[src/rtl/net_tx_arbiter.sv]
// Two-source packet arbiter: header byte (phone number) then PACKET_SIZE payload bytes from the granted FIFO.
// Round-robin on ties, 3 cycles per payload byte, outputs held stable while net_ready is low.
module net_tx_arbiter #(
  parameter int PACKET_SIZE = 16
) (
  input  logic        clk,
  input  logic        reset,
  input  logic [10:0] src0_count,
  input  logic [10:0] src1_count,
  input  logic        src0_empty,
  input  logic        src1_empty,
  input  logic [7:0]  src0_data,
  input  logic [7:0]  src1_data,
  input  logic [7:0]  src0_phone,
  input  logic [7:0]  src1_phone,
  output logic        src0_rd,
  output logic        src1_rd,
  input  logic        net_ready,
  output logic [7:0]  net_data,
  output logic        net_valid,
  output logic        net_sop,
  output logic        net_eop,
  output logic [1:0]  grant,
  output logic        busy,
  output logic        underflow,
  output logic [15:0] pkt_count
);

  typedef enum logic [2:0] {IDLE, HEADER, READ, WAIT, SEND, GAP} state_t;

  localparam logic [10:0] PKT_LEN  = 11'(PACKET_SIZE);
  localparam logic [9:0]  LAST_IDX = 10'(PACKET_SIZE - 1);

  state_t      state;
  logic [9:0]  byte_cnt;
  logic        last_src;
  logic        elig0, elig1, pick1;
  logic        sel_empty;
  logic [7:0]  sel_data;

  assign elig0     = (src0_count >= PKT_LEN) && !src0_empty;
  assign elig1     = (src1_count >= PKT_LEN) && !src1_empty;
  assign pick1     = elig1 && (!elig0 || !last_src);
  assign sel_empty = grant[1] ? src1_empty : src0_empty;
  assign sel_data  = grant[1] ? src1_data  : src0_data;

  // Read strobes are decoded from registered state so an empty FIFO suppresses them in the same cycle.
  assign src0_rd = (state == READ) && grant[0] && !src0_empty;
  assign src1_rd = (state == READ) && grant[1] && !src1_empty;

  always_ff @(posedge clk or negedge reset) begin
    if (!reset) begin
      state     <= IDLE;
      byte_cnt  <= '0;
      last_src  <= 1'b1;
      net_data  <= '0;
      net_valid <= 1'b0;
      net_sop   <= 1'b0;
      net_eop   <= 1'b0;
      grant     <= '0;
      busy      <= 1'b0;
      underflow <= 1'b0;
      pkt_count <= '0;
    end else begin
      underflow <= 1'b0;
      case (state)
        IDLE: begin
          if (elig0 || elig1) begin
            // net_data doubles as the phone latch for the whole header phase.
            grant     <= pick1 ? 2'b10 : 2'b01;
            net_data  <= pick1 ? src1_phone : src0_phone;
            net_valid <= 1'b1;
            net_sop   <= 1'b1;
            busy      <= 1'b1;
            byte_cnt  <= '0;
            state     <= HEADER;
          end
        end
        HEADER: begin
          if (net_ready) begin
            net_valid <= 1'b0;
            net_sop   <= 1'b0;
            state     <= READ;
          end
        end
        READ: begin
          if (sel_empty) begin
            underflow <= 1'b1;
            state     <= GAP;
          end else begin
            state <= WAIT;
          end
        end
        WAIT: begin
          net_data  <= sel_data;
          net_valid <= 1'b1;
          net_eop   <= (byte_cnt == LAST_IDX);
          state     <= SEND;
        end
        SEND: begin
          if (net_ready) begin
            net_valid <= 1'b0;
            net_eop   <= 1'b0;
            if (byte_cnt == LAST_IDX) begin
              pkt_count <= pkt_count + 16'd1;
              state     <= GAP;
            end else begin
              byte_cnt <= byte_cnt + 10'd1;
              state    <= READ;
            end
          end
        end
        GAP: begin
          last_src <= grant[1];
          grant    <= '0;
          busy     <= 1'b0;
          state    <= IDLE;
        end
        default: state <= IDLE;
      endcase
    end
  end

endmodule

[config.mk]
export PLATFORM = sky130hd
export DESIGN_NAME = net_tx_arbiter
export DESIGN_NICKNAME = d
export VERILOG_FILES = /design/src/rtl/net_tx_arbiter.sv
export SDC_FILE = /design/constraint.sdc
export NUM_CORES = 1
export LEC_CHECK = 0
export CAP_MARGIN = 0
export CORE_MARGIN = 2
export CORE_UTILIZATION = 45
export CTS_BUF_LIST = sky130_fd_sc_hd__clkbuf_4
export DETAILED_ROUTE_END_ITERATION = 10
export GPL_TIMING_DRIVEN = 0
export PLACE_DENSITY = 0.83
export SYNTH_ARGS = -nofsm -noshare
export SYNTH_HDL_FRONTEND = slang
export SYNTH_SLANG_ARGS = --single-unit
[constraint.sdc]
create_clock -name clk -period 2.1 [get_ports clk]
set_input_delay 0.42 -clock clk [delete_from_list [all_inputs] [get_ports clk]]
set_output_delay 0.42 -clock clk [all_outputs]
set_load 0.03 [all_outputs]
==> results of run 1 <==
-- power breakdown --
| part | switching [uW] | internal [uW] | leakage (uW) |
|---|---|---|---|
| registers | 139 | 1050 | 0.000591 |
| clock network | 305 | 133 | 0.0000316 |
| logic | 885 | 729 | 0.000846 |
| total | 1330 | 1910 | 0.00147 |
-- flip-flops by register name, summed over array words and instances, names as in the netlist --
name,count
byte_cnt,10
last_src,1
net_valid,1
grant,2
state,3
net_eop,1
pkt_count,16
busy,1
underflow,1
net_data,8
net_sop,1
-- layout make-up --
| type | instances | area (um^2) | area share [%] |
|---|---|---|---|
| buffer | 8 | 41.29 | 1.196 |
| inverter | 11 | 41.29 | 1.196 |
| sequential | 45 | 1129 | 32.69 |
| multi-input combinational | 173 | 1221 | 35.38 |
| timing repair buffer | 88 | 873.3 | 25.30 |
| tap | 70 | 87.58 | 2.537 |
| clock inverter | 3 | 21.27 | 0.6162 |
| clock buffer | 5 | 37.54 | 1.087 |
-- worst paths after layout --
| path | startpoint | slack [ps] | to | depth (start not counted) |
|---|---|---|---|---|
| min reg2reg | pkt_count[15]$_DFFE_PN0P_ | 490 | pkt_count[15]$_DFFE_PN0P_ | 1 |
| min in group clk | pkt_count[15]$_DFFE_PN0P_ | 490 | pkt_count[15]$_DFFE_PN0P_ | 1 |
| max | state[0]$_DFFE_PN0P_ | 120 | src0_rd | 5 |
| min | reset | 490 | underflow$_DFF_PN0_ | 2 |
| max in group asynchronous | reset | 1060 | last_src$_DFFE_PN1P_ | 3 |
| max reg2reg | byte_cnt[4]$_DFFE_PN0P_ | 260 | pkt_count[9]$_DFFE_PN0P_ | 5 |
-- cells by family after synthesis --
logic type / synth area share (%)
flip-flops: 46.95
AO/OA/AOI/OAI: 11.93
buffers and inverters: 3.231
XOR/XNOR: 7.660
adder cells (fa/ha/maj): 1.042
multiplexers: 9.380
AND/OR/NAND/NOR: 19.80
-- layout by cell type, fill, tap and decap left out, types with 3 or more instances in the layout --
cell and count:
nor2_4 3, nor2_1 8, nand3_1 10, mux2_2 12, clkbuf_4 5, and3_1 5
nand4_1 7, mux2i_1 9, clkdlybuf4s50_1 80, xnor2_1 14, clkbuf_1 3, dfrtp_1 43
and4_1 4, a21o_1 4, or3_1 3, nand2_1 30, buf_4 7, a21oi_1 12
o221ai_1 8, xor2_1 7, o21ai_0 8, inv_1 10
-- what timing repair did --
action | in CTS | in global routing
resized for setup | 18 | 7
endpoints found under the hold margin | 17 | 0
setup endpoints to repair | 2 | 3
setup buffers | 0 | 3
hold buffers | 1 | 0
-- layer usage --
metal | wire length (um) | vias to the layer above
met5 | 0 | -
met4 | 63 | 0
met3 | 426 | 9
met2 | 2808 | 78
met1 | 2442 | 1021
li1 | - | 1044
-- metrics by stage --
stage / utilization (%) / power, uW / worst slack, ps
floorplan: - / 2162 / 20.55
global placement: 64.58 / 2711 / -597.3
detailed placement: 64.87 / 2747 / -292.0
CTS: 66.29 / 3206 / 6.707
global route: 67.16 / 3465 / 5.751
finish: 67.16 / 3244 / 122.7
-- critical path, stage by stage (launching register included) --
cell and delay [ps]:
dfrtp_1 410, buf_4 180, nor2_4 120, nand2_2 100
nor3b_2 200, buf_4 180
==> flow_metrics.tcl, run 1 <==
set metrics [dict create \
    outcome "finished clean" \
    initial_utilization_pct 46.71 \
    yosysWarningCount 0 \
    arrival_ps 1560 \
    final_cell_count_no_fill 403 \
    portBuffers 83 \
    setup_viol 0 \
    post-route-drc-count 0 \
    synth_top_cells_by_area "dfrtp_1, mux2_2, xnor2_1" \
    synth_top_area_cell "dfrtp_1" \
    design.core.area_um2 5140 \
    syn_inst 237 \
    grt_pass1_wl_mm 10.19 \
    dieWidth_um 77.05 \
    placed_area_um2 3334 \
    critical_path_required_ps 1680 \
    worstMarginPinSlew_ps 667.5 \
    cts_max_level 2 \
    vias 2152 \
    fillers 414 \
    cts_inserted_buffers 5 \
    min_path_type "in2async" \
    ys_seq_area_share_pct 46.95 \
    relSlewSlack_pct 55.50 \
    layout_min_cycle_time_ps 1977 \
    vias_per_cell 5.340 \
    syn_nets 298 \
    maxCapViolations 0 \
    place_congestion 0.8909 \
    wl_per_cell_um 14.24 \
    async_flop_share_pct 100.0 \
    fin_area_um2 3452 \
    setup_tns_ps 0 \
    syn-cell-area_um2 2401 \
    grtUsageMet2_pct 35.09 \
    diodes 0 \
    cp_max_fo 10 \
    area_growth_syn_to_layout_pct 43.77 \
    grt_max_degree 29 \
    grt_overflow 0 \
    first_global_vias 2226 \
    hold_viol_final 0 \
    ys_types 46 \
    fin_hold_ws_ps 485.2 \
    fin_nets 393 \
    finalMaxSlewViolations 0 \
    met1_usage_pct 26.72 \
    ys.flop_type "dfrtp_1" \
    grtUsageTotal_pct 21.18 \
    top_usage_layer "met2" \
    rsz0062_at_grt "no" \
    insertion_delay_ps 370 \
    p_leak_uw 0.001468 \
    antenna_found_initial 0 \
    crit_type "reg2out" \
    io_pins 92 \
    rows 26 \
    synth_edf_count 0 \
    cts_tree "built" \
    max-vdd-ir-drop_mv 0.6192 \
    use_met3_pct 7.294 \
    dieArea_um2 5936 \
    yosys-top-cells-count "dfrtp_1, nand2_1, xnor2_1" \
    max_freq_mhz 505.7 \
    drtAntennaViolNets 0 \
    die_h_um 77.05 \
    hpwl_mm 4.389 \
    cts_sinks 45 \
    synth_top_area_share_pct 45.86 \
    cp-start-kind "flop" \
    yosys.cell_count.top_type "dfrtp_1" \
    place_inst 391 \
    min_period_over_period_pct 94.16 \
    clockBufferDepth 2 \
    syn_avg_cell_area_um2 10.13 \
    cts_root_buffer "clkbuf_4" \
    drtPass1Iterations 4 \
    drt_iter0_markers 93 \
    drive_above_1_share_pct 13.51 \
    clock_skew_ps 8.264 \
    crit_path_end_kind "output pin" \
    ys_ff_latch 45 \
    routed_wl_mm 5.740 \
    path_clk_slew_ps 140 \
    power_density_nw_per_um2 939.6 \
]
No activity file was read; power rests on OpenSTA's default activity.
==> inputs of run 2 (changes only) <==
clock period = 1.9 ns   (was 2.1 ns; I/O delays follow)
==> run 2 against run 1 <==
Effect of this change:
- utilization up 2.1 points
- via count up 0.74%
- critical path depth unchanged
- combinational power up 15%
- worst hold slack worse by 41 ps
- clock-buffer cell count up 1
- clock power up 39%
- register-to-register slack worse by 110 ps
- routed wire length up 6.3%
==> flow_metrics.tcl, run 2 (synthesis results as in run 1) <==
set metrics [dict create \
    drtAntennaViolNets 0 \
    min_period_over_period_pct 99.04 \
    cts_sinks 45 \
    drive_above_1_share_pct 15.57 \
    comb_power_share_pct 49.2 \
    clkPwrFrac_pct 16.1 \
    multi_input_area_um2 1266 \
    fin_ws_ps 18.15 \
    relSlewSlack_pct 70.33 \
    path_clk_slew_ps 140 \
    crit_type "reg2out" \
    portBuffers 83 \
    final_cell_mix "clkdlybuf4s50_1, dfrtp_1, nand2_1" \
    largest_reg_flops 16 \
    cp_max_fo 10 \
    cts_root_buffer "clkbuf_4" \
    cts_inserted_buffers 5 \
    clock_skew_ps 13.11 \
    grt_overflow 0 \
    min_path_type "in2async" \
    grt_max_degree 32 \
    p_int_uw 2300 \
    reg_top3 "pkt_count (16), byte_cnt (10), net_data (8)" \
    setup_viol 0 \
    maxCapViolations 0 \
    postLayoutCoreUtil_pct 69.30 \
    hpwl_mm 4.525 \
    drtPass1Iterations 4 \
    finalMaxSlewViolations 0 \
    initial_utilization_pct 46.71 \
    routed_wl_mm 6.100 \
    clockBufferDepth 2 \
    cp-start-kind "flop" \
    worstMarginPinSlew_ps 445.1 \
    p_sw_uw 1467 \
    grt_pass1_wl_mm 10.01 \
    rsz0062_at_grt "yes" \
    io_pins 92 \
    cts_tree "built" \
    switching_share_pct 38.95 \
    insertion_delay_ps 360 \
    post-route-drc-count 0 \
    vias_per_cell 5.366 \
    layout_min_cycle_time_ps 1882 \
    power_density_nw_per_um2 1058 \
    antenna_found_initial 0 \
    hold_viol_final 0 \
    p_leak_uw 0.001705 \
    area_growth_syn_to_layout_pct 48.36 \
    outcome "finished clean" \
    fin_nets 394 \
    rows 26 \
    wl_per_cell_um 15.10 \
    regArea_um2 1130 \
    max-vdd-ir-drop_mv 0.5283 \
    vias 2168 \
    design.core.area_um2 5140 \
    pwr-share-seq_pct 34.7 \
    crit_path_end_kind "output pin" \
    fillers 417 \
    final_common_cell "clkdlybuf4s50_1" \
    grtUsageTotal_pct 20.70 \
    pre_cts_ws_ps -478.1 \
    first_global_vias 2137 \
    place_congestion 0.8499 \
    dieWidth_um 77.05 \
    arrival_ps 1500 \
    cts_max_level 2 \
    die_h_um 77.05 \
    dieArea_um2 5936 \
    critical_path_required_ps 1520 \
    diodes 0 \
    drt_iter0_markers 110 \
    max_freq_mhz 531.4 \
    regMostFlops "pkt_count" \
]
==> run 2: repair_timing <==
action                     4_1_cts  5_1_grt
hold endpoints to repair        13        0
setup endpoints to repair       15       32
pin swaps                        0        4
gates resized for setup         26       18
hold buffers                     1        0
buffers inserted                 1        3
==> run 2: layer usage <==
layer	share of wire, %	up-vias	GRT usage, %
li1	-	1042	-
met1	42	1049	25.21
met2	50	72	36.93
met3	7.2	5	6.118
met4	0.57	0	3.393
met5	0	-	0
==> run 2: cell type report <==
cell class | count | share of cell area, %
sequential | 45 | 31.72
timing repair buffer | 89 | 25.43
clock inverter | 2 | 1.089
buffer | 8 | 1.335
clock buffer | 6 | 1.264
inverter | 11 | 1.159
tap | 70 | 2.459
multi-input combinational | 173 | 35.55
==> run 2: per-stage QoR <==
| stage | std cells | TNS, ps | power, uW | area (um^2) | hold WS [ps] |
|---|---|---|---|---|---|
| global route | 404 | -60.09 | 3988 | 3562 | 465.1 |
| detailed placement | 391 | -12040 | 3054 | 3344 | 321.7 |
| finish | 404 | 0 | 3767 | 3562 | 444.4 |
| floorplan | 237 | 0 | 2395 | 2411 | 84.41 |
| CTS | 401 | 0 | 3733 | 3480 | 448.9 |
| global placement | 390 | -43090 | 2992 | 3329 | 461.6 |
==> run 2: worst paths after layout <==
path	slack, ps	from	endpoint	cells past startpoint
max in group asynchronous	960	reset	byte_cnt[5]$_DFFE_PN0P_	3
max reg2reg	150	byte_cnt[0]$_DFFE_PN0P_	pkt_count[9]$_DFFE_PN0P_	6
min	440	reset	net_data[3]$_DFFE_PN0P_	2
min in group clk	480	pkt_count[15]$_DFFE_PN0P_	pkt_count[15]$_DFFE_PN0P_	1
max	20	state[0]$_DFFE_PN0P_	src1_rd	5
min reg2reg	480	pkt_count[15]$_DFFE_PN0P_	pkt_count[15]$_DFFE_PN0P_	1
==> run 2: critical path, stage by stage, from the launching register on <==
cell and delay, ps:
dfrtp_1 410, buf_6 150, nor2_4 150, nand2_2 100, nor3b_2 160, buf_4 180
==> run 2: power groups by stage <==
stage	clock (uW)	sequential [uW]	combinational [uW]
after floorplan	0	1590	803
after global placement	0	1320	1670
after detailed placement	0	1330	1720
after CTS	618	1300	1810
after global routing	657	1330	2000
final	607	1310	1850
==> inputs of run 3 (changes only) <==
HOLD_SLACK_MARGIN = 0.02   (was default)
==> results of run 3 <==
The final DEF is identical to that of run 2; final timing and power are the same.
